**src/rtl/fse_spi_pkg.sv**
```systemverilog
// Shared types and constants for the FSE LMS serial configuration port initiator.
package fse_spi_pkg;

   typedef enum logic [2:0] {
      ST_IDLE  = 3'd0,
      ST_SETUP = 3'd1,
      ST_SHIFT = 3'd2,
      ST_HOLD  = 3'd3,
      ST_GAP   = 3'd4
   } spi_state_e;

   localparam int unsigned SPI_CPOL    = 0;
   localparam int unsigned SPI_CPHA    = 0;
   localparam int unsigned SPI_FRAME_W = 16;

endpackage

```
**src/rtl/fse_spi_tick.sv**
```systemverilog
// Half-period timer: ticks every CLK_DIV enabled cycles after a clear.
module fse_spi_tick
   import fse_spi_pkg::*;
#(
   parameter int unsigned CLK_DIV = 2
) (
   input  logic clk_i,
   input  logic rst_ni,
   input  logic clr,
   input  logic en,
   output logic tick
);

   localparam int unsigned   CW     = $clog2(CLK_DIV + 1);
   localparam logic [CW-1:0] RELOAD = CW'(CLK_DIV - 1);

   logic [CW-1:0] r_cnt;

   assign tick = en && (r_cnt == '0);

   always_ff @(posedge clk_i or negedge rst_ni) begin
      if (!rst_ni) begin
         r_cnt <= RELOAD;
      end else if (clr || tick) begin
         r_cnt <= RELOAD;
      end else if (en) begin
         r_cnt <= r_cnt - CW'(1);
      end
   end

endmodule

```
**src/rtl/fse_spi_master.sv**
```systemverilog
// SPI mode-0 initiator: one MSB-first frame per request, response returned with a done pulse.
module fse_spi_master
   import fse_spi_pkg::*;
#(
   parameter int unsigned CLK_DIV = 2,
   parameter int unsigned DATA_W  = SPI_FRAME_W
) (
   input  logic              clk_i,
   input  logic              rst_ni,
   input  logic              start_i,
   input  logic [DATA_W-1:0] tx_data_i,
   output logic              busy_o,
   output logic              done_o,
   output logic [DATA_W-1:0] rx_data_o,
   output logic              spi_ss_n_o,
   output logic              spi_sclk_o,
   output logic              spi_mosi_o,
   input  logic              spi_miso_i
);

   localparam int unsigned   BW        = $clog2(DATA_W + 1);
   localparam logic [BW-1:0] LAST_FALL = BW'(DATA_W - 1);
   localparam logic [BW-1:0] ALL_FALLS = BW'(DATA_W);
   localparam logic          SCLK_IDLE = SPI_CPOL[0];

   generate
      if (CLK_DIV < 1) begin : g_bad_div
         $error("fse_spi_master: CLK_DIV must be >= 1");
      end
      if (DATA_W < 2) begin : g_bad_width
         $error("fse_spi_master: DATA_W must be >= 2");
      end
   endgenerate

   spi_state_e        r_state;
   logic [DATA_W-2:0] r_tx;
   logic [DATA_W-1:0] r_rx;
   logic [DATA_W-1:0] r_rx_data;
   logic [BW-1:0]     r_bitcnt;
   logic              r_sclk;
   logic              r_mosi;
   logic              r_ss_n;
   logic              r_busy;
   logic              r_done;
   logic              w_tick;
   logic              w_en;
   logic              w_accept;

   assign w_en     = (r_state != ST_IDLE);
   // A request seen as GAP expires is taken on that edge, so held start_i gives back-to-back frames.
   assign w_accept = start_i && ((r_state == ST_IDLE) || ((r_state == ST_GAP) && w_tick));

   fse_spi_tick #(
      .CLK_DIV (CLK_DIV)
   ) u_tick (
      .clk_i  (clk_i),
      .rst_ni (rst_ni),
      .clr    (w_accept),
      .en     (w_en),
      .tick   (w_tick)
   );

   always_ff @(posedge clk_i or negedge rst_ni) begin
      if (!rst_ni) begin
         r_state   <= ST_IDLE;
         r_tx      <= '0;
         r_rx      <= '0;
         r_rx_data <= '0;
         r_bitcnt  <= '0;
         r_sclk    <= SCLK_IDLE;
         r_mosi    <= 1'b0;
         r_ss_n    <= 1'b1;
         r_busy    <= 1'b0;
         r_done    <= 1'b0;
      end else begin
         r_done <= 1'b0;
         if (w_accept) begin
            r_state  <= ST_SETUP;
            r_tx     <= tx_data_i[DATA_W-2:0];
            r_mosi   <= tx_data_i[DATA_W-1];
            r_rx     <= '0;
            r_bitcnt <= '0;
            r_sclk   <= SCLK_IDLE;
            r_ss_n   <= 1'b0;
            r_busy   <= 1'b1;
         end else if (w_tick) begin
            case (r_state)
               ST_SETUP: begin
                  r_state <= ST_SHIFT;
                  r_sclk  <= 1'b1;
                  r_rx    <= {r_rx[DATA_W-2:0], spi_miso_i};
               end
               ST_SHIFT: begin
                  // One idle half-period follows the last fall before HOLD begins.
                  if (r_bitcnt == ALL_FALLS) begin
                     r_state <= ST_HOLD;
                  end else if (!r_sclk) begin
                     r_sclk <= 1'b1;
                     r_rx   <= {r_rx[DATA_W-2:0], spi_miso_i};
                  end else begin
                     r_sclk   <= 1'b0;
                     r_bitcnt <= r_bitcnt + BW'(1);
                     r_mosi   <= (r_bitcnt == LAST_FALL) ? 1'b0 : r_tx[DATA_W-2];
                     r_tx     <= r_tx << 1;
                  end
               end
               ST_HOLD: begin
                  r_state   <= ST_GAP;
                  r_ss_n    <= 1'b1;
                  r_rx_data <= r_rx;
                  r_done    <= 1'b1;
               end
               ST_GAP: begin
                  r_state <= ST_IDLE;
                  r_busy  <= 1'b0;
               end
               default: r_state <= ST_IDLE;
            endcase
         end
      end
   end

   assign busy_o     = r_busy;
   assign done_o     = r_done;
   assign rx_data_o  = r_rx_data;
   assign spi_ss_n_o = r_ss_n;
   assign spi_sclk_o = r_sclk;
   assign spi_mosi_o = r_mosi;

endmodule

```
**config.mk**
```make
export PLATFORM = sky130hd
export DESIGN_NAME = fse_spi_master
export DESIGN_NICKNAME = d
export VERILOG_FILES = /design/src/rtl/fse_spi_pkg.sv /design/src/rtl/fse_spi_tick.sv /design/src/rtl/fse_spi_master.sv
export SDC_FILE = /design/constraint.sdc
export NUM_CORES = 1
export LEC_CHECK = 0
export ABC_AREA = 0
export CAP_MARGIN = 30
export CORE_ASPECT_RATIO = 2
export CORE_MARGIN = 2
export CORE_UTILIZATION = 32
export CTS_CLUSTER_DIAMETER = 100
export DETAILED_ROUTE_END_ITERATION = 6
export SETUP_SLACK_MARGIN = 0.4
export SLEW_MARGIN = 20
export SYNTH_ARGS = -nofsm -noshare
export SYNTH_HDL_FRONTEND = slang
export SYNTH_HIERARCHICAL = 1
export SYNTH_SLANG_ARGS = --single-unit
```
**constraint.sdc**
```tcl
create_clock -name clk_i -period 3.5 [get_ports clk_i]
set_input_delay 0.7 -clock clk_i [delete_from_list [all_inputs] [get_ports clk_i]]
set_output_delay 0.7 -clock clk_i [all_outputs]
set_load 0.01 [all_outputs]
```
==> flow_summary.toml <==
[run_status]
outcome = "finished, final reports clean"

[worst_setup_path]
end_kind = "register"
required_ns = 3.71
critPathArrivalTime_ns = 2.86
worst-path-max-fanout = 19
start_kind = "register"
path_class = "reg -> reg"
rrSetupSlack_ns = 0.85

[timing]
hold_viol = 0
fin_setup_tns_ns = 0
fmax_mhz = 377
slew_headroom = 0.438
skew_ns = 0.00465
final_max_slew_viol_count = 0
grt_setup_unrepaired = "no"
setup_slack_ns = 0.849
finalSetupViolations = 0
post-route-min-period_ns = 2.65
post-route-period-util = 0.757
worst_pin_slew_ns = 0.843

[placement]
io_buffers = 40
place_ws_ns = 0.842
gp_congestion = 0.731
dp_hpwl_um = 4880
dp_cells = 424

[pwr]
p_leak_nw = 1.57
irDropWorstVdd_mv = 0.432
power.density_mw_per_mm2 = 930

[logic_synthesis]
ys_seq_area_frac = 0.485
syn_nets = 296
synth_area_mm2 = 0.00320
synth_top_area_share = 0.469
synth_most_common_cell = "dfrtp_1"
syn_inst = 272
ys_types = 53
synth-edff-count = 0
ys_ff_latch = 62
yosys_warnings = 6
synth_largest_area_cell = "dfrtp_1"
synth_commonest_cells = "60 x dfrtp_1, 19 x nand4_1, 17 x a31oi_1, 17 x mux2_2, 16 x a22oi_1"
synth_flop_cell = "dfrtp_1"
syn_area_per_cell_um2 = 11.8
synthArstFlopShare = 1.00
ys_top_cells_by_area = "dfrtp_1 47%, mux2_2 6.0%, a221o_1 4.4%"

[global_route]
grt_use_total = 0.145
first_global_vias = 2499
grt_max_degree = 29
antenna_found_initial = 0
grt_first_pass_wirelength_um = 12400
gr-total-overflow = 0

[clock_tree]
cts_tree = "built"
cts_buffers = 9
clockBufferDepth = 2
clock-root-buffer = "clkbuf_16"
post_cts_buffers = 0
clk_pin_slew_ns = 0.05
clock_sinks = 62
cts_hold_buffers = 0
cts_resized = 0
clock_latency_ns = 0.33
cts-htree-levels = 3

[route]
wl_per_cell_um = 16.1
dr.first_iter.drc_count = 238
routed_via_density = 5.52
ant_nets = 0
drc_errors = 0
dr.pass1.iters = 4
num_vias = 2430
drt-total-wl_um = 7080

[floorplanning]
dieArea_mm2 = 0.0109
initial_core_util = 0.328
die_w_um = 74.8
rows = 51
ioPinCount = 41
die_height_um = 146
core_mm2 = 0.00976

[layout]
antennaDiodeCount = 0
nets = 327
final_layout_size_suffix_gt1_frac = 0.195
syn_to_final_growth_pct = 23.0
finalNonFillerCells = 440

[hold_path]
hold_class = "in -> async"

[job]
cap_viol_max_count = 0
==> through the flow <==
stage	total power, mW	hold slack, ns	utilization	cell area (um2)
after detailed placement	2.86	0.455	0.374	3660
after floorplan	2.43	0.404	-	3200
after global routing	3.93	0.338	0.404	3940
after CTS	3.71	0.323	0.404	3940
after global placement	2.81	0.454	0.372	3640
final	3.67	0.309	0.404	3940
==> final timing paths <==
| path | from | end | cells past startpoint |
|---|---|---|---|
| worst min-delay path | rst_ni | r_tx[13] | 1 |
| min in group clk_i | spi_ss_n_o | spi_ss_n_o | 2 |
| worst min register to register | spi_ss_n_o | spi_ss_n_o | 2 |
| worst max register to register | r_state[0] | rx_data_o[13] | 6 |
| max in group asynchronous | rst_ni | rx_data_o[12] | 3 |
| worst max-delay path | r_state[0] | rx_data_o[13] | 6 |
==> placed cells by master (no fill, tap or decap), types with 2 or more instances in the layout <==
cell type | Yosys | routed
dfrtp_1 | 60 | 60
clkdlybuf4s50_1 | 0 | 39
nand4_1 | 19 | 19
a31oi_1 | 17 | 17
mux2_2 | 17 | 17
a22oi_1 | 16 | 16
and3_1 | 15 | 15
o211ai_1 | 15 | 15
a221o_1 | 14 | 14
inv_1 | 11 | 11
clkbuf_16 | 0 | 9
buf_4 | 1 | 6
o21ai_0 | 4 | 4
a21oi_1 | 4 | 4
o31ai_1 | 4 | 4
ha_1 | 4 | 4
clkinv_2 | 0 | 4
nor2b_1 | 3 | 3
clkbuf_8 | 0 | 3
nand2_1 | 2 | 2
and3b_2 | 2 | 2
o22ai_1 | 2 | 2
nand4bb_1 | 2 | 2
and4bb_2 | 2 | 2
mux2i_1 | 2 | 2
nor3_1 | 2 | 2
nor2_1 | 2 | 2
dfstp_2 | 2 | 2
==> where the power goes <==
part	internal, mW	switching, mW	total [mW]
registers	1.04	0.300	1.34
logic	0.780	0.715	1.49
clock network	0.531	0.300	0.831
==> state kept, by name (all words and copies together) (netlist names) <==
name and count:
r_rx 16, spi_sclk_o 1, busy_o 1, spi_ss_n_o 1, rx_data_o 16, r_bitcnt 5
r_state 3, u_tick/r_cnt 2, done_o 1, spi_mosi_o 1, r_tx 15
==> area by class of cell <==
class | count | area [um2]
clock buffer | 12 | 267
clock inverter | 4 | 20.0
fill | 945 | 5820
inverter | 11 | 41.3
multi-input combinational | 172 | 1440
sequential | 62 | 1550
tap | 132 | 165
timing repair buffer | 47 | 460
==> cell families (layout without fill, tap and decap cells) <==
kind of cell,Yosys count,in the layout,share of synthesized area
fa+ha+maj,4,4,0.0156
compound gates,82,82,0.198
buf+inv,38,74,0.0672
mux,19,19,0.0660
simple gates,67,67,0.168
flops,62,62,0.485
==> critical path, cell delays in order, from the launching register on <==
cell	delay (ns)
dfrtp_1	0.55
or3_2	0.57
and2_1	0.34
nor2b_1	0.20
buf_4	0.22
nand3_4	0.26
mux2_2	0.37
==> routing by layer <==
metal  vias up  global-route usage  share of wire
li1       1136                   -              -
met1      1219               0.170           0.39
met2        64               0.247           0.55
met3        11              0.0395          0.041
met4         0              0.0500          0.017
met5         -                   0              0
(Power assumes the default switching activity.)
